[src/rtl/entrada_chaves.sv]
// rtl/entrada_chaves.sv - switch input block: button debounce and value capture handshake with the processor
// Optional macro ENTRADA_CHAVES_SINAL_EN: sign-extend the captured switch value instead of zero-extending it.
module entrada_chaves #(
  parameter int LARGURA_CHAVES  = 10,
  parameter int DEBOUNCE_CICLOS = 50000
) (
  input  logic                      clock,
  input  logic                      reset,
  input  logic [LARGURA_CHAVES-1:0] chaves,
  input  logic                      botao,
  input  logic                      req,
  output logic [31:0]               numero,
  output logic                      pronto,
  output logic                      espera
);

  localparam int            CW   = 21;
  localparam logic [CW-1:0] ALVO = CW'(DEBOUNCE_CICLOS - 1);

  typedef enum logic [1:0] {
    OCIOSO,
    AGUARDA_PRESS,
    AGUARDA_SOLTA,
    ENTREGA
  } estado_t;

  estado_t         estado, proximo;
  logic            sinc1, sinc2;
  logic            bt_db;
  logic [CW-1:0]   cont;
  logic            difere, vira, queda, subida, captura;
  logic [31:0]     estendido;

  always_ff @(posedge clock or posedge reset) begin
    if (reset) begin
      sinc1 <= 1'b1;
      sinc2 <= 1'b1;
    end else begin
      sinc1 <= botao;
      sinc2 <= sinc1;
    end
  end

  // vira fires on the clock that completes DEBOUNCE_CICLOS differing samples,
  // so the FSM reacts on the same edge that bt_db flips.
  assign difere = (sinc2 != bt_db);
  assign vira   = difere && (cont >= ALVO);
  assign queda  = vira && bt_db;
  assign subida = vira && !bt_db;

  always_ff @(posedge clock or posedge reset) begin
    if (reset) begin
      bt_db <= 1'b1;
      cont  <= '0;
    end else if (!difere) begin
      cont  <= '0;
    end else if (vira) begin
      bt_db <= sinc2;
      cont  <= '0;
    end else begin
      cont  <= cont + 1'b1;
    end
  end

`ifdef ENTRADA_CHAVES_SINAL_EN
  assign estendido = {{(32-LARGURA_CHAVES){chaves[LARGURA_CHAVES-1]}}, chaves};
`else
  assign estendido = {{(32-LARGURA_CHAVES){1'b0}}, chaves};
`endif

  always_ff @(posedge clock or posedge reset) begin
    if (reset) begin
      estado <= OCIOSO;
    end else begin
      estado <= proximo;
    end
  end

  // req low aborts the wait and wins over a press or release on the same clock.
  always_comb begin
    proximo = estado;
    case (estado)
      OCIOSO:        if (req) proximo = AGUARDA_PRESS;
      AGUARDA_PRESS: if (!req) proximo = OCIOSO;
                     else if (queda) proximo = AGUARDA_SOLTA;
      AGUARDA_SOLTA: if (!req) proximo = OCIOSO;
                     else if (subida) proximo = ENTREGA;
      ENTREGA:       proximo = OCIOSO;
      default:       proximo = OCIOSO;
    endcase
  end

  assign captura = (estado == AGUARDA_PRESS) && req && queda;

  always_ff @(posedge clock or posedge reset) begin
    if (reset) begin
      numero <= '0;
    end else if (captura) begin
      numero <= estendido;
    end
  end

  always_comb begin
    espera = 1'b0;
    pronto = 1'b0;
    case (estado)
      AGUARDA_PRESS: espera = 1'b1;
      AGUARDA_SOLTA: espera = 1'b1;
      ENTREGA:       pronto = 1'b1;
      default:       ;
    endcase
  end

endmodule

[config.mk]
export PLATFORM = sky130hd
export DESIGN_NAME = entrada_chaves
export DESIGN_NICKNAME = d
export VERILOG_FILES = /design/src/rtl/entrada_chaves.sv
export SDC_FILE = /design/constraint.sdc
export NUM_CORES = 1
export LEC_CHECK = 0
export BUFFER_PORTS_ARGS = -buffer_cell sky130_fd_sc_hd__buf_2
export CAP_MARGIN = 5
export CORE_MARGIN = 2
export CORE_UTILIZATION = 56
export DETAILED_ROUTE_END_ITERATION = 8
export HOLD_SLACK_MARGIN = 0.08
export PLACE_DENSITY = 0.84
export SYNTH_ARGS = -nofsm -noshare
export SYNTH_HDL_FRONTEND = slang
export SYNTH_SLANG_ARGS = --single-unit
[constraint.sdc]
create_clock -name clock -period 3.1 [get_ports clock]
set_input_delay 0 -clock clock [delete_from_list [all_inputs] [get_ports clock]]
set_output_delay 0 -clock clock [all_outputs]
set_load 0.005 [all_outputs]
==> out/qor.yml, run 1 <==
multiInputGateArea_um2: 855
critPathKind: "register to register"
critPathCaptureType: "register"
die_w_um: 61.5
clk_latency_ns: 0.34
core_area_um2: 3100
grt_pass1_vias: 1294
die-height_um: 61.5
placed_cells: 239
antenna_found_initial: 0
cts_tree: "built"
crit_path_cell_trace: "ha_1, and3_1, a41o_1, nand3_2, a311oi_4, mux2_2"
die_area_um2: 3790
hpwlAfterDp_um: 2270
arrival_ns: 2.54
synth_area_um2: 1850
max_freq_mhz: 435
cts_root_buf: "clkbuf_4"
cts_sinks: 36
cp-start-kind: "register"
track_usage: 0.216
synthDistinctLibCells: 40
layout_common_cells: "33 x dfrtp_1, 27 x conb_1, 25 x buf_2"
hold_viol: 0
hold_class: "input port to register"
crit_slowest_cell: "a311oi_4"
dr.first_iter.drc_count: 60
via_count: 1371
synth-seq-area-share: 0.488
num_rows: 20
layout_commonest_cell: "dfrtp_1"
place.gp.congestion: 0.908
outcome: "finished, final reports clean"
fin_skew_ns: 0.0105
cp_data_required_time_ns: 3.34
drt_wl_total_um: 3680
path_max_fanout: 10
max_cap_violations: 0
cts_setup_buffers: 0
wl_per_cell_um: 14.2
slowest_delay_ns: 0.55
area.sequential_um2: 905
r2r_slack_ns: 0.80
yosys_warnings: 0
antennaDiodeCount: 0
timing.final.crit_share: 0.742
start_util: 0.597
areaGrowthSynthToFinish_pct: 16.9
setup_viol: 0
h-tree-depth: 2
vias_per_cell: 5.29
grt_pass1_wl_um: 5820
p_leak_nw: 1.00
syn_area_per_cell_um2: 11.1
synth_edf_count: 0
ir_drop_v: 0.000433
drive_above_1_share: 0.260
route.detailed.drc: 0
synth_cells: 167
ys_ff_latch: 36
period_minus_slack_ns: 2.30
fillers: 202
synth-async-reset-ratio: 1.00
worst_slew_pin_slew_ns: 0.875
first_pass_iters: 4
maxSlewHeadroom: 0.416
placement.io_buffers: 25
cts-buffers-inserted: 5
total_power_mw: 1.27
clkTransAtPathRegs_ns: 0.12
rsz0062_at_grt: "false"
p_per_area_nw_per_um2: 587
final_antenna_net_count: 0
io_pins: 48
synth_flop_cell: "dfrtp_1"
finalNetCount: 234
finalNonFillerCells: 259
cts_buffer_depth: 2
grt_max_degree: 24
tns_ns: 0
finalMaxSlewViolations: 0
overflow: 0
[cell families (layout without fill, tap and decap cells)]
kind of cell | Yosys count | in the layout | synth area share
AND/OR/NAND/NOR | 56 | 56 | 0.163
flip-flops | 36 | 36 | 0.488
buffers and inverters | 28 | 50 | 0.103
AO/OA/AOI/OAI | 15 | 15 | 0.0702
XOR/XNOR | 14 | 14 | 0.0662
multiplexers | 11 | 11 | 0.0668
adder cells (fa/ha/maj) | 6 | 6 | 0.0405
other | 1 | 27 | 0.00202
[area by class of cell]
| cell class | count | area share |
|---|---|---|
| Timing Repair Buffer | 38 | 0.117 |
| Clock buffer | 5 | 0.0173 |
| Sequential cell | 36 | 0.418 |
| Multi-Input combinational cell | 129 | 0.395 |
| Clock inverter | 3 | 0.0214 |
| Inverter | 4 | 0.00693 |
| Tap cell | 44 | 0.0254 |
[report_power, final]
part | internal [mW] | total, mW | switching (mW)
Combinational | 0.168 | 0.329 | 0.161
Clock | 0.172 | 0.342 | 0.170
Sequential | 0.551 | 0.600 | 0.0497
Total | 0.891 | 1.27 | 0.381
[path summary, 6_finish.rpt]
kind	from	to	depth (start not counted)
min in group asynchronous	reset	cont[20]	3
worst max register to register	cont[0]	numero[5]	6
worst min-delay path	req	estado[0]	3
max in group asynchronous	reset	numero[6]	4
worst max-delay path	cont[0]	numero[5]	6
worst min register to register	sinc1	sinc2	0
[cell usage after synthesis (2+ instances only)]
master	n	share of area
nor2_1	20	0.041
buf_4	23	0.093
ha_1	6	0.041
nor3_1	2	0.0054
and3_1	3	0.010
nand4_1	4	0.014
inv_1	4	0.0081
nand2b_1	2	0.0068
nand2_1	8	0.016
and4_1	4	0.019
xor2_1	10	0.047
xnor2_1	4	0.019
mux2_2	11	0.067
nand3_1	3	0.0081
a31oi_1	2	0.0068
a21oi_1	3	0.0081
dfstp_2	3	0.043
dfrtp_1	33	0.45
[timing repair]
| item | 4_1_cts | 5_1_grt |
|---|---|---|
| endpoints found under the hold margin | 30 | 0 |
| hold buffers | 12 | 0 |
| gates resized for setup | 0 | 0 |
[stage by stage]
stage	hold slack (ns)	setup slack [ns]	util	cell area, um^2
after floorplan	0.00448	1.06	-	1950
after global routing	0.210	0.705	0.698	2170
after CTS	0.182	0.832	0.698	2170
after global placement	0.106	0.950	0.632	1960
after detailed placement	0.111	0.856	0.632	1960
final	0.198	0.801	0.698	2170
[worst max-delay path, delay by kind of cell (launching register included)]
family,cells,cell delay [ns]
AO/OA/AOI/OAI,2,0.76
adder cells (fa/ha/maj),1,0.20
flip-flops,1,0.41
multiplexers,1,0.41
AND/OR/NAND/NOR,2,0.42
[flip-flops by register name, summed over array words and instances (netlist names)]
register / count
numero: 10
sinc1: 1
sinc2: 1
cont: 21
estado: 2
bt_db: 1
[per-layer routing]
metal	vias up	part of all wire	track usage	wire (um)
met5	-	0	0	0
met4	0	0.011	0.0729	40
met3	6	0.078	0.0714	287
met2	78	0.52	0.367	1910
met1	666	0.39	0.257	1430
li1	621	-	-	-
(Power assumes the default switching activity.)
==> run 2, diff against run 1 <==
Settings changed: ABC_AREA set to 1, CORE_UTILIZATION 56 to 47, PLACE_DENSITY 0.84 to 0.75.
Clock period 3.1 ns to 1.98 ns, I/O delays scaled along.
==> out/qor.yml, run 2 <==
crit_path_cell_trace: "ha_1, nand2_1, nor2_2, nand2_1, inv_1, nand4_1, nor2_2, nand3_1, xor2_2, nor2_4"
die-height_um: 67.9  # +10%
finalNonFillerCells: 331  # +28%
io_pins: 48  # unchanged
slowest_delay_ns: 0.37  # -0.18 ns
tns_ns: 0  # unchanged
critPathKind: "register to register"
vias_per_cell: 4.53  # -14%
synth_cells: 233  # +40%
critPathCaptureType: "register"
ys_ff_latch: 36  # unchanged
synth-seq-area-share: 0.471  # -0.0175
hold_viol: 0  # unchanged
drive_above_1_share: 0.181  # -0.0790
core_area_um2: 3970  # +28%
largest_reg_flops: 21  # unchanged
place.gp.congestion: 0.775  # -15%
first_pass_iters: 4  # unchanged
finalNetCount: 300  # +28%
h-tree-depth: 2  # unchanged
antenna_found_initial: 0  # unchanged
setup_viol: 0  # unchanged
grt_max_degree: 37  # +54%
clkTransAtPathRegs_ns: 0.07  # -0.05 ns
layout_commonest_cell: "nand2_1"
timing.final.crit_share: 0.880  # +0.139
max_cap_violations: 0  # unchanged
fin_ws_ns: 0.237  # -0.564 ns
synth_top_area_frac: 0.430  # -0.0160
synth_commonest_cells: "49 x nand2_1, 33 x dfrtp_1, 32 x inv_1, 32 x nor2_1, 22 x buf_4"
arrival_ns: 1.92  # -0.62 ns
synth_edf_count: 0  # unchanged
max_freq_mhz: 574  # +32%
areaGrowthSynthToFinish_pct: 17.6
multiInputGateArea_um2: 807  # -5.6%
track_usage: 0.174  # -0.0416
synth-async-reset-ratio: 1.00  # unchanged
placed_cells: 310  # +30%
antennaDiodeCount: 0  # unchanged
cts_root_buf: "clkbuf_8"
crit_slowest_cell: "dfrtp_1"
clk_latency_ns: 0.29  # -0.05 ns
fillers: 355  # +76%
start_util: 0.484  # -0.113
path_max_fanout: 4  # -6
num_rows: 23  # +15%
synth_top_family_by_area: "simple AND/OR/NAND/NOR gates"
cp_top_family: "simple AND/OR/NAND/NOR gates"
top_regs: "cont: 21 flops, numero: 10 flops, estado: 2 flops"
yosysMostFrequentCell: "nand2_1"
fin_skew_ns: 0.00830  # -0.00223 ns
post-place-ws_ns: 0.0615  # -0.795 ns
layout_common_cells: "49 x nand2_1, 33 x dfrtp_1, 32 x inv_1"
regMostFlops: "cont"
drt_wl_total_um: 3420  # -6.9%
grt_pass1_wl_um: 5850  # +0.48%
synthSimpleGateAreaFrac: 0.232  # +0.0690
dr.first_iter.drc_count: 88  # +47%
synthDistinctLibCells: 28  # -30%
ir_drop_v: 0.000602  # +39%
synth_area_um2: 1920  # +3.7%
synth_area_leaders: "dfrtp_1 43%, nand2_1 9.6%, buf_4 8.6%"
hold_class: "input port to register"
synthMuxAreaShare: 0  # -0.0668
path_buf_inv: 1  # +1
p_per_area_nw_per_um2: 833  # +42%
wl_per_cell_um: 10.3  # -27%
synth_flop_cell: "dfrtp_1"
synth_compound_area_frac: 0.0612  # -0.00902
period_minus_slack_ns: 1.74  # -0.556 ns
hpwlAfterDp_um: 2390  # +5.3%
cp_data_required_time_ns: 2.15  # -1.19 ns
placement.io_buffers: 25  # unchanged
final_antenna_net_count: 0  # unchanged
via_count: 1499  # +9.3%
syn_area_per_cell_um2: 8.25  # -26%
die_w_um: 67.9  # +10%
outcome: "finished, final reports clean"
yosys.area_share.xor_xnor: 0.0273  # -0.0388
synthDominantAreaCellType: "dfrtp_1"
synthAdderAreaFrac: 0.0391  # -0.00145
cts_sinks: 36  # unchanged
overflow: 0  # unchanged
grt_pass1_vias: 1389  # +7.3%
die_area_um2: 4620  # +22%
cp-start-kind: "register"
route.detailed.drc: 0  # unchanged
area.sequential_um2: 905  # unchanged
cts_buffer_depth: 2  # unchanged
yosys_warnings: 0  # unchanged
cts-buffers-inserted: 5  # unchanged
rsz0062_at_grt: "false"
p_leak_nw: 1.15  # +15%
finalMaxSlewViolations: 0  # unchanged
utilization: 0.569  # -0.129
cts_tree: "built"
run 2: cell types whose count changed in the layout (fill, tap and decap cells not counted), sizes merged, moves of 3 or more:
| cell | change |
|---|---|
| and3 | -4 |
| and4 | -4 |
| inv | +28 |
| mux2 | -11 |
| nand2 | +41 |
| nand3 | +5 |
| nor2 | +15 |
| o21ai | +14 |
| xnor2 | -3 |
| xor2 | -5 |
run 2: worst paths after layout:
kind / slack [ns] / from / end / depth (start not counted)
max: 0.24 / cont[0] / cont[14] / 10
min: 0.12 / req / estado[1] / 5
max reg2reg: 0.24 / cont[0] / cont[14] / 10
min reg2reg: 0.37 / sinc1 / sinc2 / 0
max in group asynchronous: 1.27 / reset / bt_db / 4
min in group asynchronous: 0.36 / reset / cont[2] / 4
run 2: layout make-up:
type / instances / share of cell area
Sequential cell: 36 / 0.400
Multi-Input combinational cell: 164 / 0.357
Timing Repair Buffer: 40 / 0.118
Inverter: 33 / 0.0548
Clock buffer: 7 / 0.0382
Tap cell: 50 / 0.0277
Clock inverter: 1 / 0.00332
run 2: through the flow:
| step | hold WS, ns | total power, mW | cell area, um^2 |
|---|---|---|---|
| floorplan | 0.00448 | 1.19 | 2020 |
| global placement | 0.105 | 1.31 | 2020 |
| detailed placement | 0.107 | 1.34 | 2020 |
| CTS | 0.118 | 1.90 | 2240 |
| global route | 0.169 | 2.03 | 2260 |
| finish | 0.123 | 1.88 | 2260 |
run 2: kinds of logic after synthesis:
kind of cell / Yosys count
flops: 36
buf+inv: 59
fa+ha+maj: 6
simple gates: 103
xor+xnor: 6
other cells: 1
compound gates: 22
run 2: metal layers:
metal | up-vias | track usage | wire length (um)
li1 | 753 | - | -
met1 | 685 | 0.208 | 1510
met2 | 53 | 0.288 | 1630
met3 | 8 | 0.0609 | 226
met4 | 0 | 0.0675 | 64
met5 | - | 0 | 0
run 2: power breakdown:
part	switching, mW	total, mW	internal [mW]
sequential	0.0739	0.929	0.855
clock	0.250	0.532	0.282
combinational	0.227	0.423	0.196
total	0.551	1.88	1.33
run 2: worst min-delay path, delay by kind of cell:
kind | cells | cell delay, ns
and+or+nand+nor | 3 | 0.19
buffers and inverters | 1 | 0.11
AOI/OAI and AO/OA | 1 | 0.07
run 2: repair_timing:
item	CTS	global route
hold endpoints to repair	44	0
endpoints found under the setup margin	0	16
hold buffers	12	0
setup buffers	0	1
resized for setup	0	5
==> run 3, diff against run 2 <==
Clock period 1.98 ns to 1.6 ns, I/O delays scaled along.
==> out/qor.yml, run 3 (synthesis results as in run 2) <==
hpwlAfterDp_um: 2320  # -2.8%
first_pass_iters: 4  # unchanged
whs_ns: 0.120  # -0.00285 ns
wl_per_cell_um: 12.0  # +16%
max_cap_violations: 0  # unchanged
drt_wl_total_um: 4260  # +24%
h-tree-depth: 2  # unchanged
timing.final.crit_share: 1.05  # +0.172
via_count: 1609  # +7.3%
placement.io_buffers: 25  # unchanged
fillers: 319  # -10%
max_freq_mhz: 594  # +3.6%
hold_class: "input port to register"
overflow: 0  # unchanged
antennaDiodeCount: 0  # unchanged
vias_per_cell: 4.55  # +0.36%
clkTransAtPathRegs_ns: 0.07  # about the same
fin_ws_ns: -0.0835  # -0.320 ns
finalNetCount: 323  # +7.7%
regMostFlops: "cont"
rsz0062_at_grt: "true"
crit_slowest_cell: "dfrtp_1"
largest_reg_flops: 21  # unchanged
die_area_um2: 4620  # unchanged
grt_pass1_wl_um: 6560  # +12%
rr_startpoint: "cont[1]"
outcome: "finished, violations left"
clock_power_share: 0.306  # +0.024
cp-start-kind: "register"
crit_end: "cont[15]"
io_pins: 48  # unchanged
cts_tree: "built"
areaGrowthSynthToFinish_pct: 38.2
die-height_um: 67.9  # unchanged
total_power_mw: 2.62  # +39%
die_w_um: 67.9  # unchanged
top_regs: "cont: 21 flops, numero: 10 flops, estado: 2 flops"
p_per_area_nw_per_um2: 986  # +18%
cts_root_buf: "clkbuf_8"
final_antenna_net_count: 0  # unchanged
slowest_delay_ns: 0.41  # +0.04 ns
clk_latency_ns: 0.29  # about the same
critPathCaptureType: "register"
post-place-ws_ns: -0.131  # -0.193 ns
ir_drop_v: 0.000779  # +29%
path_max_fanout: 3  # -1
seq_power_share: 0.451  # -0.042
fin_area_um2: 2660  # +17%
cp-startpoint: "cont[1]"
setup_viol: 20  # +20
core_area_um2: 3970  # unchanged
min_delay_path_depth: 5  # unchanged
grt_max_degree: 37  # unchanged
crit_path_cell_trace: "ha_4, nand2_4, nor2_4, nand2_2, nor2_2, nor2_2, nand3_2, or2_4, buf_6, buf_4, nor2_2"
p_int_mw: 1.83  # +37%
sw_frac_of_total: 0.301  # +0.00840
p_leak_nw: 1.32  # +15%
cts_buffer_depth: 2  # unchanged
cpMostUsedCell: "nor2_2"
cts_sinks: 36  # unchanged
reg2regPathDepth: 11  # +1
layout_common_cells: "33 x nand2_1, 33 x dfrtp_1, 27 x inv_1, 27 x conb_1, 25 x buf_2"
arrival_ns: 1.91  # about the same
finalMaxSlewViolations: 0  # unchanged
dr.first_iter.drc_count: 71  # -19%
grt_pass1_vias: 1513  # +8.9%
cp_data_required_time_ns: 1.83  # -0.32 ns
antenna_found_initial: 0  # unchanged
hold_viol: 0  # unchanged
postPlaceCellArea_um2: 2150  # +6.2%
drive_above_1_share: 0.382  # +0.200
p_switching_uw: 788  # +43%
period_minus_slack_ns: 1.68  # -0.0598 ns
num_rows: 23  # unchanged
violations: "negative setup slack"
route.detailed.drc: 0  # unchanged
p_comb_frac: 0.242  # +0.017
cts-buffers-inserted: 5  # unchanged
start_util: 0.484  # unchanged
track_usage: 0.194  # +0.0202
r2r_slack_ns: -0.08  # -0.32 ns
tns_ns: -0.901  # -0.901 ns
worstReg2RegEnd: "cont[15]"
fin_skew_ns: 0.00604  # -0.00226 ns
critPathKind: "register to register"
place.gp.congestion: 0.795  # +2.6%
run 3: cell types whose count changed in the layout (fill, tap and decap cells not counted), sizes merged:
cell,previous run,this run
buf,28,51
bufinv,0,1
clkinvlp,1,0
clkinv,0,1
clkbuf,7,6
run 3: power by group through the flow:
stage          Clock (mW)  Sequential (mW)  Combinational (mW)
2_1_floorplan           0             1.16               0.308
3_3_place_gp            0             1.16               0.463
3_5_place_dp            0             1.15               0.491
4_1_cts             0.822             1.14               0.534
5_1_grt             0.863             1.20               0.707
6_report            0.802             1.18               0.635
run 3: area by class of cell:
type	instances	area [um^2]	area share
Clock buffer	6	72.6	0.0273
Clock inverter	2	35.0	0.0132
Inverter	33	124	0.0467
Multi-Input combinational cell	164	986	0.371
Sequential cell	36	905	0.341
Tap cell	50	62.6	0.0236
Timing Repair Buffer	63	470	0.177
run 3: routing by layer:
metal  vias up  track usage  routed length [um]
met1       748        0.223                1750
met4         0       0.0675                  95
met5         -            0                   0
met3        10       0.0576                 205
li1        800            -                   -
met2        51        0.343                2200
run 3: critical path: cells and delay by family, from the launching register on:
family | cells | cell delay [ns]
flops | 1 | 0.41
fa+ha+maj | 1 | 0.18
buf+inv | 2 | 0.27
simple gates | 8 | 0.74
run 3: what timing repair did:
item	4_1_cts	5_1_grt
hold buffers	12	0
setup buffers	4	2
hold endpoints to repair	44	0
cloned	3	1
resized for setup	21	58
pin swaps	8	18
endpoints found under the setup margin	20	28
run 3: how the worst min path moves through the flow:
stage / startpoint / endpoint / slack (ns)
3_5_place_dp: botao / sinc1 / 0.11
6_report: req / estado[1] / 0.12
3_3_place_gp: botao / sinc1 / 0.11
2_1_floorplan: botao / sinc1 / 0.004
5_1_grt: req / estado[1] / 0.14
4_1_cts: req / estado[1] / 0.11
run 3: stage by stage:
stage / util / std cells
floorplan: - / 259
global placement: 0.541 / 325
detailed placement: 0.541 / 325
CTS: 0.627 / 352
global route: 0.669 / 354
finish: 0.669 / 354
